`config.mk`:
```
export PLATFORM = sky130hd
export DESIGN_NAME = axi_bridge_ooo
export DESIGN_NICKNAME = d
export VERILOG_FILES = /design/src/rtl/axi_bridge_ooo.sv
export SDC_FILE = /design/constraint.sdc
export NUM_CORES = 1
export LEC_CHECK = 0
export CAP_MARGIN = 10
export CORE_MARGIN = 2
export CORE_UTILIZATION = 47
export DETAILED_ROUTE_END_ITERATION = 10
export PLACE_DENSITY = 0.89
export SLEW_MARGIN = 10
export SYNTH_ARGS = -nofsm -noshare
export SYNTH_HDL_FRONTEND = slang
export SYNTH_SLANG_ARGS = --single-unit
```
`constraint.sdc`:
```
create_clock -name clk -period 5.6 [get_ports clk]
set_input_delay 1.12 -clock clk [delete_from_list [all_inputs] [get_ports clk]]
set_output_delay 1.12 -clock clk [all_outputs]
set_load 0.005 [all_outputs]
```
`src/rtl/axi_bridge_ooo.sv`:
```
// SRAM-like to AXI3 bridge with multiple outstanding reads per port and
// outstanding data writes; data-port responses retire strictly in request order.
module axi_bridge_ooo #(
    parameter int ADDR_W   = 32,
    parameter int DATA_W   = 32,
    parameter int RD_DEPTH = 2,
    parameter int WR_DEPTH = 2
) (
    input  logic              clk,
    input  logic              resetn,
    input  logic              inst_req,
    input  logic              inst_wr,
    input  logic [1:0]        inst_size,
    input  logic [ADDR_W-1:0] inst_addr,
    input  logic [DATA_W-1:0] inst_wdata,
    output logic [DATA_W-1:0] inst_rdata,
    output logic              inst_addr_ok,
    output logic              inst_data_ok,
    input  logic              data_req,
    input  logic              data_wr,
    input  logic [1:0]        data_size,
    input  logic [3:0]        data_wen,
    input  logic [ADDR_W-1:0] data_addr,
    input  logic [DATA_W-1:0] data_wdata,
    output logic [DATA_W-1:0] data_rdata,
    output logic              data_addr_ok,
    output logic              data_data_ok,
    output logic [3:0]        arid,
    output logic [ADDR_W-1:0] araddr,
    output logic [3:0]        arlen,
    output logic [2:0]        arsize,
    output logic [1:0]        arburst,
    output logic [1:0]        arlock,
    output logic [3:0]        arcache,
    output logic [2:0]        arprot,
    output logic              arvalid,
    input  logic              arready,
    input  logic [3:0]        rid,
    input  logic [DATA_W-1:0] rdata,
    input  logic [1:0]        rresp,
    input  logic              rlast,
    input  logic              rvalid,
    output logic              rready,
    output logic [3:0]        awid,
    output logic [ADDR_W-1:0] awaddr,
    output logic [3:0]        awlen,
    output logic [2:0]        awsize,
    output logic [1:0]        awburst,
    output logic [1:0]        awlock,
    output logic [3:0]        awcache,
    output logic [2:0]        awprot,
    output logic              awvalid,
    input  logic              awready,
    output logic [3:0]        wid,
    output logic [DATA_W-1:0] wdata,
    output logic [3:0]        wstrb,
    output logic              wlast,
    output logic              wvalid,
    input  logic              wready,
    input  logic [3:0]        bid,
    input  logic [1:0]        bresp,
    input  logic              bvalid,
    output logic              bready
);
    localparam int ORD_DEPTH = RD_DEPTH + WR_DEPTH;

    function automatic logic [3:0] cnt_step(input logic [3:0] cnt, input logic inc, input logic dec);
        logic [3:0] res;
        case ({inc, dec})
            2'b10:   res = cnt + 4'd1;
            2'b01:   res = cnt - 4'd1;
            default: res = cnt;
        endcase
        return res;
    endfunction

    logic              arvalid_r, awvalid_r, wvalid_r;
    logic [3:0]        arid_r, wstrb_r;
    logic [ADDR_W-1:0] araddr_r, awaddr_r;
    logic [2:0]        arsize_r, awsize_r;
    logic [DATA_W-1:0] wdata_r;
    logic [3:0]        rd_cnt_i_r, rd_cnt_d_r, wr_cnt_r, ord_cnt_r;
    // Order FIFO and write-address queue use fixed maximum storage; pointers wrap at the configured depth.
    logic [7:0]        ord_mem_r;
    logic [2:0]        ord_head_r, ord_tail_r;
    logic [ADDR_W-3:0] wq_addr_r [4];
    logic [3:0]        wq_vld_r;
    logic [1:0]        wq_head_r, wq_tail_r;

    logic ar_free_s, wq_hit_s, ord_full_s, ord_head_s, ord_nempty_s;
    logic d_rd_acc_s, i_rd_acc_s, d_wr_acc_s;
    logic i_rsp_s, d_rsp_s, b_fire_s, ord_push_s, ord_pop_s;

    // Accept decisions, response steering and queue hazard check.
    always_comb begin
        wq_hit_s = 1'b0;
        for (int i = 0; i < 4; i++) begin
            wq_hit_s = wq_hit_s | (wq_vld_r[i] && (wq_addr_r[i] == data_addr[ADDR_W-1:2]));
        end
        ar_free_s    = !arvalid_r || arready;
        ord_full_s   = (ord_cnt_r == 4'(ORD_DEPTH));
        ord_nempty_s = (ord_cnt_r != 4'd0);
        ord_head_s   = ord_mem_r[ord_head_r];
        d_rd_acc_s   = data_req && !data_wr && ar_free_s && (rd_cnt_d_r < 4'(RD_DEPTH))
                       && !ord_full_s && !wq_hit_s;
        i_rd_acc_s   = inst_req && ar_free_s && (rd_cnt_i_r < 4'(RD_DEPTH)) && !d_rd_acc_s;
        d_wr_acc_s   = data_req && data_wr && (!awvalid_r || awready) && (!wvalid_r || wready)
                       && (wr_cnt_r < 4'(WR_DEPTH)) && !ord_full_s;
        rready       = (rid == 4'd0) ? 1'b1 : (ord_nempty_s && !ord_head_s);
        bready       = ord_nempty_s && ord_head_s;
        // Stray inst beats with nothing outstanding (e.g. after reset) are drained silently.
        i_rsp_s      = rvalid && (rid == 4'd0) && (rd_cnt_i_r != 4'd0);
        d_rsp_s      = rvalid && rready && (rid == 4'd1);
        b_fire_s     = bvalid && bready;
        ord_push_s   = d_rd_acc_s || d_wr_acc_s;
        ord_pop_s    = d_rsp_s || b_fire_s;
    end

    assign inst_addr_ok = i_rd_acc_s;
    assign data_addr_ok = d_rd_acc_s || d_wr_acc_s;
    assign inst_data_ok = i_rsp_s;
    assign data_data_ok = ord_pop_s;
    assign inst_rdata   = rdata;
    assign data_rdata   = rdata;

    assign arid    = arid_r;
    assign araddr  = araddr_r;
    assign arsize  = arsize_r;
    assign arvalid = arvalid_r;
    assign arlen   = 4'd0;
    assign arburst = 2'b01;
    assign arlock  = 2'd0;
    assign arcache = 4'd0;
    assign arprot  = 3'd0;
    assign awid    = 4'd1;
    assign awaddr  = awaddr_r;
    assign awsize  = awsize_r;
    assign awvalid = awvalid_r;
    assign awlen   = 4'd0;
    assign awburst = 2'b01;
    assign awlock  = 2'd0;
    assign awcache = 4'd0;
    assign awprot  = 3'd0;
    assign wid     = 4'd1;
    assign wdata   = wdata_r;
    assign wstrb   = wstrb_r;
    assign wlast   = 1'b1;
    assign wvalid  = wvalid_r;

    // AR slot: data read wins, otherwise inst read, otherwise drop on handshake.
    always_ff @(posedge clk) begin
        if (!resetn) begin
            arvalid_r <= 1'b0;
            arid_r    <= 4'd0;
            araddr_r  <= '0;
            arsize_r  <= 3'd0;
        end else if (d_rd_acc_s) begin
            arvalid_r <= 1'b1;
            arid_r    <= 4'd1;
            araddr_r  <= data_addr;
            arsize_r  <= {1'b0, data_size};
        end else if (i_rd_acc_s) begin
            arvalid_r <= 1'b1;
            arid_r    <= 4'd0;
            araddr_r  <= inst_addr;
            arsize_r  <= {1'b0, inst_size};
        end else if (arready) begin
            arvalid_r <= 1'b0;
        end
    end

    // AW and W registers load together and retire on their own handshakes.
    always_ff @(posedge clk) begin
        if (!resetn) begin
            awvalid_r <= 1'b0;
            wvalid_r  <= 1'b0;
            awaddr_r  <= '0;
            awsize_r  <= 3'd0;
            wdata_r   <= '0;
            wstrb_r   <= 4'd0;
        end else if (d_wr_acc_s) begin
            awvalid_r <= 1'b1;
            wvalid_r  <= 1'b1;
            awaddr_r  <= data_addr;
            awsize_r  <= {1'b0, data_size};
            wdata_r   <= data_wdata;
            wstrb_r   <= data_wen;
        end else begin
            if (awready) awvalid_r <= 1'b0;
            if (wready)  wvalid_r  <= 1'b0;
        end
    end

    // Outstanding counters and the read/write order FIFO.
    always_ff @(posedge clk) begin
        if (!resetn) begin
            rd_cnt_i_r <= 4'd0;
            rd_cnt_d_r <= 4'd0;
            wr_cnt_r   <= 4'd0;
            ord_cnt_r  <= 4'd0;
            ord_head_r <= 3'd0;
            ord_tail_r <= 3'd0;
            ord_mem_r  <= 8'd0;
        end else begin
            rd_cnt_i_r <= cnt_step(rd_cnt_i_r, i_rd_acc_s, i_rsp_s);
            rd_cnt_d_r <= cnt_step(rd_cnt_d_r, d_rd_acc_s, d_rsp_s);
            wr_cnt_r   <= cnt_step(wr_cnt_r, d_wr_acc_s, b_fire_s);
            ord_cnt_r  <= cnt_step(ord_cnt_r, ord_push_s, ord_pop_s);
            if (ord_push_s) begin
                ord_mem_r[ord_tail_r] <= data_wr;
                ord_tail_r <= (ord_tail_r == 3'(ORD_DEPTH - 1)) ? 3'd0 : ord_tail_r + 3'd1;
            end
            if (ord_pop_s) begin
                ord_head_r <= (ord_head_r == 3'(ORD_DEPTH - 1)) ? 3'd0 : ord_head_r + 3'd1;
            end
        end
    end

    // Word addresses of writes not yet acknowledged on B.
    always_ff @(posedge clk) begin
        if (!resetn) begin
            wq_vld_r  <= 4'd0;
            wq_head_r <= 2'd0;
            wq_tail_r <= 2'd0;
            for (int i = 0; i < 4; i++) wq_addr_r[i] <= '0;
        end else begin
            if (d_wr_acc_s) begin
                wq_vld_r[wq_tail_r]  <= 1'b1;
                wq_addr_r[wq_tail_r] <= data_addr[ADDR_W-1:2];
                wq_tail_r <= (wq_tail_r == 2'(WR_DEPTH - 1)) ? 2'd0 : wq_tail_r + 2'd1;
            end
            if (b_fire_s) begin
                wq_vld_r[wq_head_r] <= 1'b0;
                wq_head_r <= (wq_head_r == 2'(WR_DEPTH - 1)) ? 2'd0 : wq_head_r + 2'd1;
            end
        end
    end
endmodule
```
== Yosys cells after proc, flatten, opt, wreduce, memory -nomap -nowiden ==
Memories as Yosys holds them, arrays and structs flattened.
Cells that the tools add are included.
Cells by class
  add/sub/neg operators: 12
  $lt $le $gt $ge: 10
  equality and inequality tests: 18
  muxes and demuxes: 41
  bitwise logic cells: 6
  reduce and logical (&&, ||, !) cells: 52
Operators with widths (count)
  $eq 30x30->1: 4
  $mux 32: 2
  $pmux 4 s2: 4
  $mux 30: 1
  $reduce_or 30->1: 1
  $logic_and 1x1->1: 27
  $mux 1: 19
  $add 4x1->4 const B: 4
  $sub 4x1->4 const B: 4
  $reduce_bool 2->1: 7
  $eq 2x1->1 const B: 6
  $lt 4x2->1 const B: 3
  $mux 4: 3
  $mux 2: 5
  $bwmux 8: 1
  $eq 2x2->1 const B: 4
  $logic_not 1->1: 8
  $lt 3x4->1 const B: 2
  $reduce_bool 4->1: 2
  $add 3x1->3 const B: 2
  $eq 3x2->1 const B: 2
  $lt 2x3->1 const B: 2
  $mux 3: 2
  $logic_or 1x1->1: 5
  14 further kinds: 19
Storage, ports and cells
  flip-flop bits (word level): 146
  memory bits (writable): 120
  input port bits: 192
  output and inout port bits: 222
  word-level logic and storage cells: 160
  memories kept: 1
Memories
  wq_addr_r: words 4, width 30, read ports 4, clocked after memory_dff 0, write ports 4, line 86  | logic [ADDR_W-3:0] wq_addr_r [4];

== Depth between registers and ports, before layout ==
Gate-level depths: netlist of the first run.
An unclocked memory read counts as a cell.
  depth in word-level cells: 12
  depth in mapped cells: 17
  gate-level depth less buffers: 15

== Worst setup path after synthesis of the first run ==
No wires, ideal clock.
  path kind: input to register
  from: input data_wr
  to: memory wq_addr_r[1][0] (netlist name), enable pin
  library setup time: 459 ps
  arrival time: 3973 ps
  setup slack: 1168 ps
  cell stages on the path: 5
  path buffers: 1
  cells stage by stage: nor4b_1 and3_1 clkbuf_1 nand2_1 o21ai_0
RTL lines
  start, declared: line 20  | input logic data_wr,
  end, declared: line 86

== Worst setup path after layout of the first run ==
  from: input data_addr[17]
  to: output data_addr_ok
On the way
  cells in the longest elaborated chain, start to end: 8
RTL lines
  start, declared: line 23  | input logic [ADDR_W-1:0] data_addr,
  $eq 30x30->1: line 98  | wq_hit_s = wq_hit_s | (wq_vld_r[i] && (wq_addr_r[i] == data_addr[ADDR_W-1:2]));
  $logic_and 1x1->1: line 98
  $or 1x1->1 (2 in series): line 98
  $or 1x1->1 *: line 98
  $logic_not 1->1 *: line 105  | && !ord_full_s && !wq_hit_s;
  $logic_and 1x1->1 *: line 105
  $logic_or 1x1->1 *: line 120  | assign data_addr_ok = d_rd_acc_s || d_wr_acc_s;
  end, declared: line 26  | output logic data_addr_ok,
Mark *: on every way between the ends. The rest lies on a longest branch, timed or not.

==> impl_metrics.json, run 1 <==
{
  "outcome": "finished, final reports clean",
  "timing.fmax_mhz": 185,
  "io_pins": 414,
  "rsz0062_at_grt": "false",
  "finalSetupViolations": 0,
  "clk_root_buffer_cell": "sky130_fd_sc_hd__clkbuf_16",
  "iteration_count_of_the_initial_detailed_routing_pass": 6,
  "layout-drive-gt1-share_pct": 7.01,
  "cp-start-kind": "input pin",
  "route.detailed.wl_per_inst_um": 19.3,
  "core_region_area_um2": 26900,
  "grt_antenna_before_repair": 2,
  "dpl_worst_slack_ns": 0.278,
  "power.share.sequential_pct": 48.7,
  "yosysSeqAreaShare_pct": 50.9,
  "synth_area_per_cell_um2": 10.1,
  "post_synth_and_or_nand_nor_area_fraction_pct": 16.3,
  "critical_path_required_ns": 4.48,
  "netlist_area_pre_place_um2": 12800,
  "min_path_type": "flop to flop",
  "synth_compound_gate_area_share_pct": 7.30,
  "critPathKind": "input pin to output port",
  "via_count_of_the_first_global_routing_pass": 9656,
  "muxShareOfSynthArea_pct": 4.16,
  "drt_iter0_markers": 749,
  "netSwitchingFraction_pct": 25.4,
  "power_density_nw_per_um2": 293,
  "power_report.internal_total_uw": 3420,
  "floorplan.die_area_um2": 28600,
  "numCtsBuffers": 26,
  "layout.cells.most_common_list": "230 x sky130_fd_sc_hd__clkdlybuf4s50_1, 163 x sky130_fd_sc_hd__nand2_1, 146 x sky130_fd_sc_hd__dfxtp_1, 120 x sky130_fd_sc_hd__edfxtp_1, 112 x sky130_fd_sc_hd__xnor2_1",
  "drc": 0,
  "yosysTopAreaCellShare_pct": 28.1,
  "gr-usage-all-layers_pct": 23.2,
  "cts_num_sinks": 266,
  "leakagePower_uw": 0.00599,
  "synth_fa_ha_area_share_pct": 1.68,
  "clockBufferDepth": 3,
  "vdd_ir_drop_max_mv": 0.233,
  "yosys.area.top_type": "sky130_fd_sc_hd__edfxtp_1",
  "finalMaxSlewViolations": 0,
  "relSlewSlack_pct": 30.5,
  "layout_commonest_cell": "sky130_fd_sc_hd__clkdlybuf4s50_1",
  "share_clk_of_total_power_pct": 35.2,
  "starting_density_of_the_core_pct": 47.7,
  "finalClockSkew_ns": 0.0134,
  "cts.hold.buffers_added": 0,
  "yosys_warnings": 0,
  "gp_congestion": 0.842,
  "final.setup.worst_slack_ns": 0.183,
  "finalCriticalPeriod_ns": 5.42,
  "total_setup_buffers_inserted_after_cts": 0,
  "port_buffer_cells": 231,
  "final.period_utilization_pct": 96.7,
  "drtAntennaViolNets": 0,
  "fin_setup_tns_ns": 0,
  "synth_top_family_by_area": "simple AND/OR/NAND/NOR gates",
  "fp.dieH_um": 169,
  "dp_hpwl_um": 24100,
  "critical_path.endpoint_type": "output port",
  "max_slew.worst_pin.slew_ns": 1.04,
  "synth_cell_type_count": 48,
  "largest_net_degree_at_the_start_of_global_routing": 107,
  "utilization_pct": 58.3,
  "maxCapViolCount": 0,
  "antennaDiodeCount": 0,
  "net-switching-power_uw": 1170,
  "dr_total_vias": 9718,
  "synth-xor-area-share_pct": 9.29,
  "fin_nets": 1629,
  "finalHoldViolations": 0,
  "global_route.overflow_total": 0,
  "die_w_um": 169,
  "clock_latency_of_the_later_clocked_register_in_the_worst_skew_pair_ns": 0.53,
  "synthTopCellsByArea": "sky130_fd_sc_hd__edfxtp_1 28%, sky130_fd_sc_hd__dfxtp_1 23%, sky130_fd_sc_hd__xnor2_1 7.7%",
  "routed_wl_um": 34400,
  "ctsResizeCount": 0,
  "yosys_register_bits": 266,
  "postSynthCellCount": 1274,
  "syn_to_final_growth_pct": 22.2,
  "critical_path_arrival_ns": 4.30,
  "wire_length_of_the_first_global_routing_pass_um": 51800,
  "via_density_per_instance": 5.45,
  "standard_cell_row_count": 60,
  "tritoncts": "yes",
  "clock_tree.htree_level_count": 1,
  "worstPathMaxFanout": 13,
  "clkSlewWorstSetupHoldPaths_ns": 0.06,
  "combinationalPowerShare_pct": 16.1
}
registers in the layout, summed over array words and instances, names as in the netlist, 4 cells and up:
signal	cells
ord_cnt_r	4
ord_mem_r	8
wstrb	4
awaddr	32
wq_vld_r	4
rd_cnt_i_r	4
araddr	32
wq_addr_r	120
wdata	32
wr_cnt_r	4
rd_cnt_d_r	4
worst paths after layout:
path | startpoint | slack [ns] | depth (start not counted) | endpoint
min reg2reg | wdata[6] | 0.45 | 2 | wdata[6]
max reg2reg | wq_addr_r[1][12] | 1.84 | 14 | rd_cnt_d_r[2]
max | data_addr[17] | 0.18 | 9 | data_addr_ok
min | wdata[6] | 0.45 | 2 | wdata[6]
Yosys cell counts (all sizes together):
master and count:
nand2 164, buf 158, dfxtp 146, edfxtp 120, xnor2 112, a21oi 88
nor2 67, and3 65, and2 61, clkbuf 48, mux2i 48, a211oi 38
nand4 28, xor2 24, inv 17, ha 14, nor4 12, o21ai 10
a2111oi 6, nor3 6, nand2b 4, nand3b 4, or3 4, a21o 3
a31oi 3, nand3 3, nor2b 3, a21boi 2, conb 2, fa 2
mux4 2, nor4b 2, o221a 2, a22oi 1, a311oi 1, clkinv 1
nand4b 1, o21a 1, or2 1
area by class of cell:
class / instances / area [µm²]
inverter: 18 / 70.1
sequential: 266 / 6530
clock buffer: 36 / 719
timing repair buffer: 283 / 2710
clock inverter: 12 / 61.3
fill: 2086 / 11200
tap: 341 / 427
multi-input combinational: 826 / 5150
power by group through the flow:
| stage | registers (µW) | logic [µW] | clock network [µW] |
|---|---|---|---|
| floorplan | 2270 | 446 | 0 |
| global placement | 2270 | 711 | 0 |
| detailed placement | 2280 | 732 | 0 |
| CTS | 2240 | 739 | 1640 |
| global route | 2250 | 796 | 1710 |
| finish | 2240 | 738 | 1620 |
logic make-up after synthesis:
group                      Yosys count
and+or+nand+nor                    425
buffers and inverters              224
adders and majority gates           16
AOI/OAI and AO/OA                  155
other                                2
muxes                               50
DFF                                266
xor gates and xnor gates           136
critical path: stages:
cell and delay (ns):
sky130_fd_sc_hd__clkdlybuf4s50_1 0.96, sky130_fd_sc_hd__xnor2_1 0.19, sky130_fd_sc_hd__nand4_1 0.12, sky130_fd_sc_hd__nor4_1 0.54, sky130_fd_sc_hd__a22oi_1 0.13, sky130_fd_sc_hd__and3_1 0.24, sky130_fd_sc_hd__inv_2 0.21, sky130_fd_sc_hd__nand2_1 0.22
sky130_fd_sc_hd__clkdlybuf4s50_1 0.55
per-layer routing:
metal	up-vias	track usage, %	part of all wire [%]
met1	4665	28.3	39
met2	485	39.5	48
li1	4465	-	-
met3	103	5.08	8.9
met5	-	0	0
met4	0	10.3	4.2
per-stage QoR:
step           instance area (µm²)  hold WS [ns]  std cells  total power (µW)
6_report                     15700         0.451       1782              4590
5_1_grt                      15700         0.469       1782              4750
4_1_cts                      15700         0.454       1782              4620
3_5_place_dp                 14900         0.446       1734              3010
3_3_place_gp                 14900         0.439       1734              2980
2_1_floorplan                13000         0.430       1316              2710
Power figures use the tool's default switching activity.
==> run 2, diff against run 1 <==
--- a/config.mk
+++ b/config.mk
@@ -5,11 +5,13 @@
 export SDC_FILE = /design/constraint.sdc
 export NUM_CORES = 1
 export LEC_CHECK = 0
+export ABC_AREA = 1
 export CAP_MARGIN = 10
 export CORE_MARGIN = 2
-export CORE_UTILIZATION = 47
+export CORE_UTILIZATION = 49
 export DETAILED_ROUTE_END_ITERATION = 10
-export PLACE_DENSITY = 0.89
+export PLACE_DENSITY = 0.9
+export REMOVE_ABC_BUFFERS = 1
 export SLEW_MARGIN = 10
 export SYNTH_ARGS = -nofsm -noshare
 export SYNTH_HDL_FRONTEND = slang
==> constraint.sdc (replaced) <==
create_clock -name clk -period 6.51 [get_ports clk]
set_input_delay 1.302 -clock clk [delete_from_list [all_inputs] [get_ports clk]]
set_output_delay 1.302 -clock clk [all_outputs]
set_load 0.005 [all_outputs]
==> run 2 against run 1 <==
  * Critical path type unchanged
  * Largest power group unchanged
  * Highest routed layer is now met5
  * Synthesized cell count grew 50%
  * Final area grew 9.2%
  * Register-to-register slack gained 1.1 ns
==> impl_metrics.json, run 2 <==
{
  "standard_cell_row_count": 62,
  "power.share.sequential_pct": 42.2,
  "postSynth.asyncResetShare_pct": 0,
  "dr_total_vias": 13247,
  "layout-drive-gt1-share_pct": 7.25,
  "finalClockSkew_ns": 0.0191,
  "gp_congestion": 0.964,
  "postSynthCellCount": 1908,
  "layout_commonest_cell": "sky130_fd_sc_hd__nand2_1",
  "finalMaxSlewViolations": 0,
  "power_density_nw_per_um2": 297,
  "synth_area_per_cell_um2": 7.52,
  "via_count_of_the_first_global_routing_pass": 12670,
  "min_path_type": "flop to flop",
  "yosysTopAreaCellShare_pct": 25.1,
  "clockBufferDepth": 3,
  "yosys_warnings": 0,
  "drc": 0,
  "number_of_flip_flops_under_the_largest_register_name": 120,
  "path_buf_inv": 3,
  "critPathKind": "input pin to output port",
  "grt_antenna_before_repair": 0,
  "outcome": "finished, final reports clean",
  "rsz0062_at_grt": "false",
  "iteration_count_of_the_initial_detailed_routing_pass": 5,
  "antennaDiodeCount": 0,
  "die_w_um": 175,
  "tritoncts": "yes",
  "finalNonFillerCells": 2453,
  "slowest_stage": "sky130_fd_sc_hd__clkdlybuf4s50_1",
  "hold_start": "wdata[8]",
  "gr-usage-all-layers_pct": 30.3,
  "synth_cell_type_count": 46,
  "io_pins": 414,
  "netlist_area_pre_place_um2": 14400,
  "global_route.overflow_total": 0,
  "worst_r2r_path_depth": 22,
  "numCtsBuffers": 29,
  "post_synth_most_frequent_cells": "485 x sky130_fd_sc_hd__nand2_1, 295 x sky130_fd_sc_hd__nor2_1, 189 x sky130_fd_sc_hd__inv_1",
  "combinationalPowerShare_pct": 27.9,
  "r2r-start": "wq_addr_r[1][7]",
  "cp-start-kind": "input pin",
  "placed_cells": 2401,
  "total_setup_buffers_inserted_after_cts": 0,
  "layout.cells.most_common_list": "484 x sky130_fd_sc_hd__nand2_1, 295 x sky130_fd_sc_hd__nor2_1, 230 x sky130_fd_sc_hd__clkdlybuf4s50_1, 189 x sky130_fd_sc_hd__inv_1, 148 x sky130_fd_sc_hd__nand3_1",
  "number_of_cells_traversed_by_the_worst_hold_path": 2,
  "finalSetupViolations": 0,
  "vdd_ir_drop_max_mv": 0.227,
  "critical_path_arrival_ns": 4.44,
  "core_region_area_um2": 28800,
  "critical-path-top-delay-family": "buffers and inverters",
  "fin_nets": 2256,
  "routed_wl_um": 47500,
  "most_used_cell_cp": "sky130_fd_sc_hd__nand2_1",
  "net-switching-power_uw": 1620,
  "port_buffer_cells": 231,
  "critical_path.cell_chain": "clkdlybuf4s50_1 -> inv_2 -> nand2_1 -> nand2_1 -> nor2_1 -> nand2_1 -> nor2_1 -> nand2_1 -> nor2_1 -> nor2_1 -> nand3_4 -> nand2_1 -> clkdlybuf4s50_1",
  "yosys_register_bits": 266,
  "layout_fillers": 2490,
  "clk_root_buffer_cell": "sky130_fd_sc_hd__clkbuf_16",
  "cpPeakStageDelay_ns": 0.77,
  "finalCriticalPeriod_ns": 5.74,
  "drt_iter0_markers": 1299,
  "yosysSeqAreaShare_pct": 45.5,
  "floorplan.die_area_um2": 30700,
  "clock_tree.htree_level_count": 1,
  "maxCapViolCount": 0,
  "regToRegEndpoint": "ord_cnt_r[3]",
  "timing.reg2reg.setup_slack_ns": 2.89,
  "critical_path.endpoint_type": "output port",
  "syn_to_final_growth_pct": 19.2,
  "worst_hold_path.endpoint": "wdata[8]",
  "max_slew.worst_pin.slew_ns": 1.18,
  "netSwitchingFraction_pct": 32.0,
  "critical_path_required_ns": 5.21,
  "starting_density_of_the_core_pct": 49.9,
  "via_density_per_instance": 5.40,
  "wire_length_of_the_first_global_routing_pass_um": 71400,
  "power_report.internal_total_uw": 3450,
  "share_clk_of_total_power_pct": 30.0,
  "finalHoldViolations": 0,
  "route.detailed.wl_per_inst_um": 19.4,
  "clock_latency_of_the_later_clocked_register_in_the_worst_skew_pair_ns": 0.55,
  "largest_net_degree_at_the_start_of_global_routing": 80,
  "timing.fmax_mhz": 174,
  "post-synth-top-count-cell": "sky130_fd_sc_hd__nand2_1",
  "clkSlewWorstSetupHoldPaths_ns": 0.06,
  "cts_num_sinks": 266,
  "fp.dieH_um": 175,
  "yosys.area.top_type": "sky130_fd_sc_hd__edfxtp_1",
  "relSlewSlack_pct": 21.4,
  "synthTopCellsByArea": "sky130_fd_sc_hd__edfxtp_1 25%, sky130_fd_sc_hd__dfxtp_1 20%, sky130_fd_sc_hd__nand2_1 13%",
  "worstPathMaxFanout": 21,
  "leakagePower_uw": 0.00755,
  "drtAntennaViolNets": 0,
  "ctsResizeCount": 0,
  "final.period_utilization_pct": 88.2,
  "top_register": "wq_addr_r",
  "cts.hold.buffers_added": 0,
  "dp_hpwl_um": 35500,
  "fin_setup_tns_ns": 0,
  "ys_dominant_reg_cell": "sky130_fd_sc_hd__dfxtp_1",
  "synth-edff-count": 120
}
run 2: cell types whose count changed in the layout (fill, tap and decap cells not counted), sizes merged, moves of 48 or more:
cell,delta
nand2,+322
mux2i,-48
nand3,+166
xnor2,-97
and2,-60
inv,+200
and3,-65
nor2,+232
o21ai,+51
run 2: final cells by class:
class                   instances  area (µm²)  share of cell area (%)
clock buffers                  43         822                    4.81
clock inverters                 9        48.8                   0.285
multi-input cells            1282        5960                    34.8
repair buffers                248        2440                    14.3
inverters                     221         830                    4.85
well taps                     384         480                    2.81
flip-flops and latches        266        6530                    38.2
run 2: worst max-delay path by stage:
stage,from,end,depth (start not counted)
floorplan,awready,wq_addr_r[3][0],8
global placement,data_addr[25],data_addr_ok,13
detailed placement,data_addr[7],data_addr_ok,13
CTS,data_addr[7],data_addr_ok,13
global route,data_addr[31],data_addr_ok,13
finish,data_addr[7],data_addr_ok,13
run 2: logic make-up (layout without fill, tap and decap cells):
| kind of cell | Yosys count | in the layout | synth area share, % |
|---|---|---|---|
| adders and majority gates | 16 | 16 | 1.50 |
| and+or+nand+nor | 1015 | 1015 | 29.9 |
| DFF | 266 | 266 | 45.5 |
| buffers and inverters | 402 | 521 | 14.2 |
| other | 2 | 44 | 0.0523 |
| xor gates and xnor gates | 22 | 22 | 1.34 |
| AOI/OAI and AO/OA | 185 | 185 | 7.53 |
run 2: tightest hold or removal path, stage by stage, from the launching register on:
cell,delay (ns)
sky130_fd_sc_hd__dfxtp_1,0.31
sky130_fd_sc_hd__nand2_1,0.06
sky130_fd_sc_hd__a21oi_1,0.05
run 2: layer usage:
| metal | vias to the layer above | routed length, µm | track usage, % |
|---|---|---|---|
| met5 | - | 164 | 4.81 |
| met1 | 6194 | 19300 | 38.4 |
| met2 | 689 | 21200 | 47.7 |
| li1 | 6252 | - | - |
| met4 | 4 | 1500 | 9.34 |
| met3 | 108 | 5410 | 11.1 |
run 2: metrics by stage:
stage / total power, µW / hold WS, ns / util (%) / instance area, µm² / worst slack, ns
final: 5070 / 0.465 / 59.4 / 17100 / 0.769
after CTS: 5080 / 0.465 / 59.4 / 17100 / 0.921
after floorplan: 2890 / 0.422 / - / 13300 / 0.864
after global placement: 3510 / 0.440 / 56.4 / 16200 / 0.940
after global routing: 5330 / 0.482 / 59.4 / 17100 / 0.644
after detailed placement: 3560 / 0.455 / 56.4 / 16200 / 0.942
run 2: power groups by stage:
stage	Combinational (µW)	Sequential, µW	Clock [µW]
floorplan	739	2150	0
global placement	1350	2150	0
detailed placement	1400	2170	0
CTS	1410	2130	1540
global route	1560	2170	1600
finish	1410	2140	1520
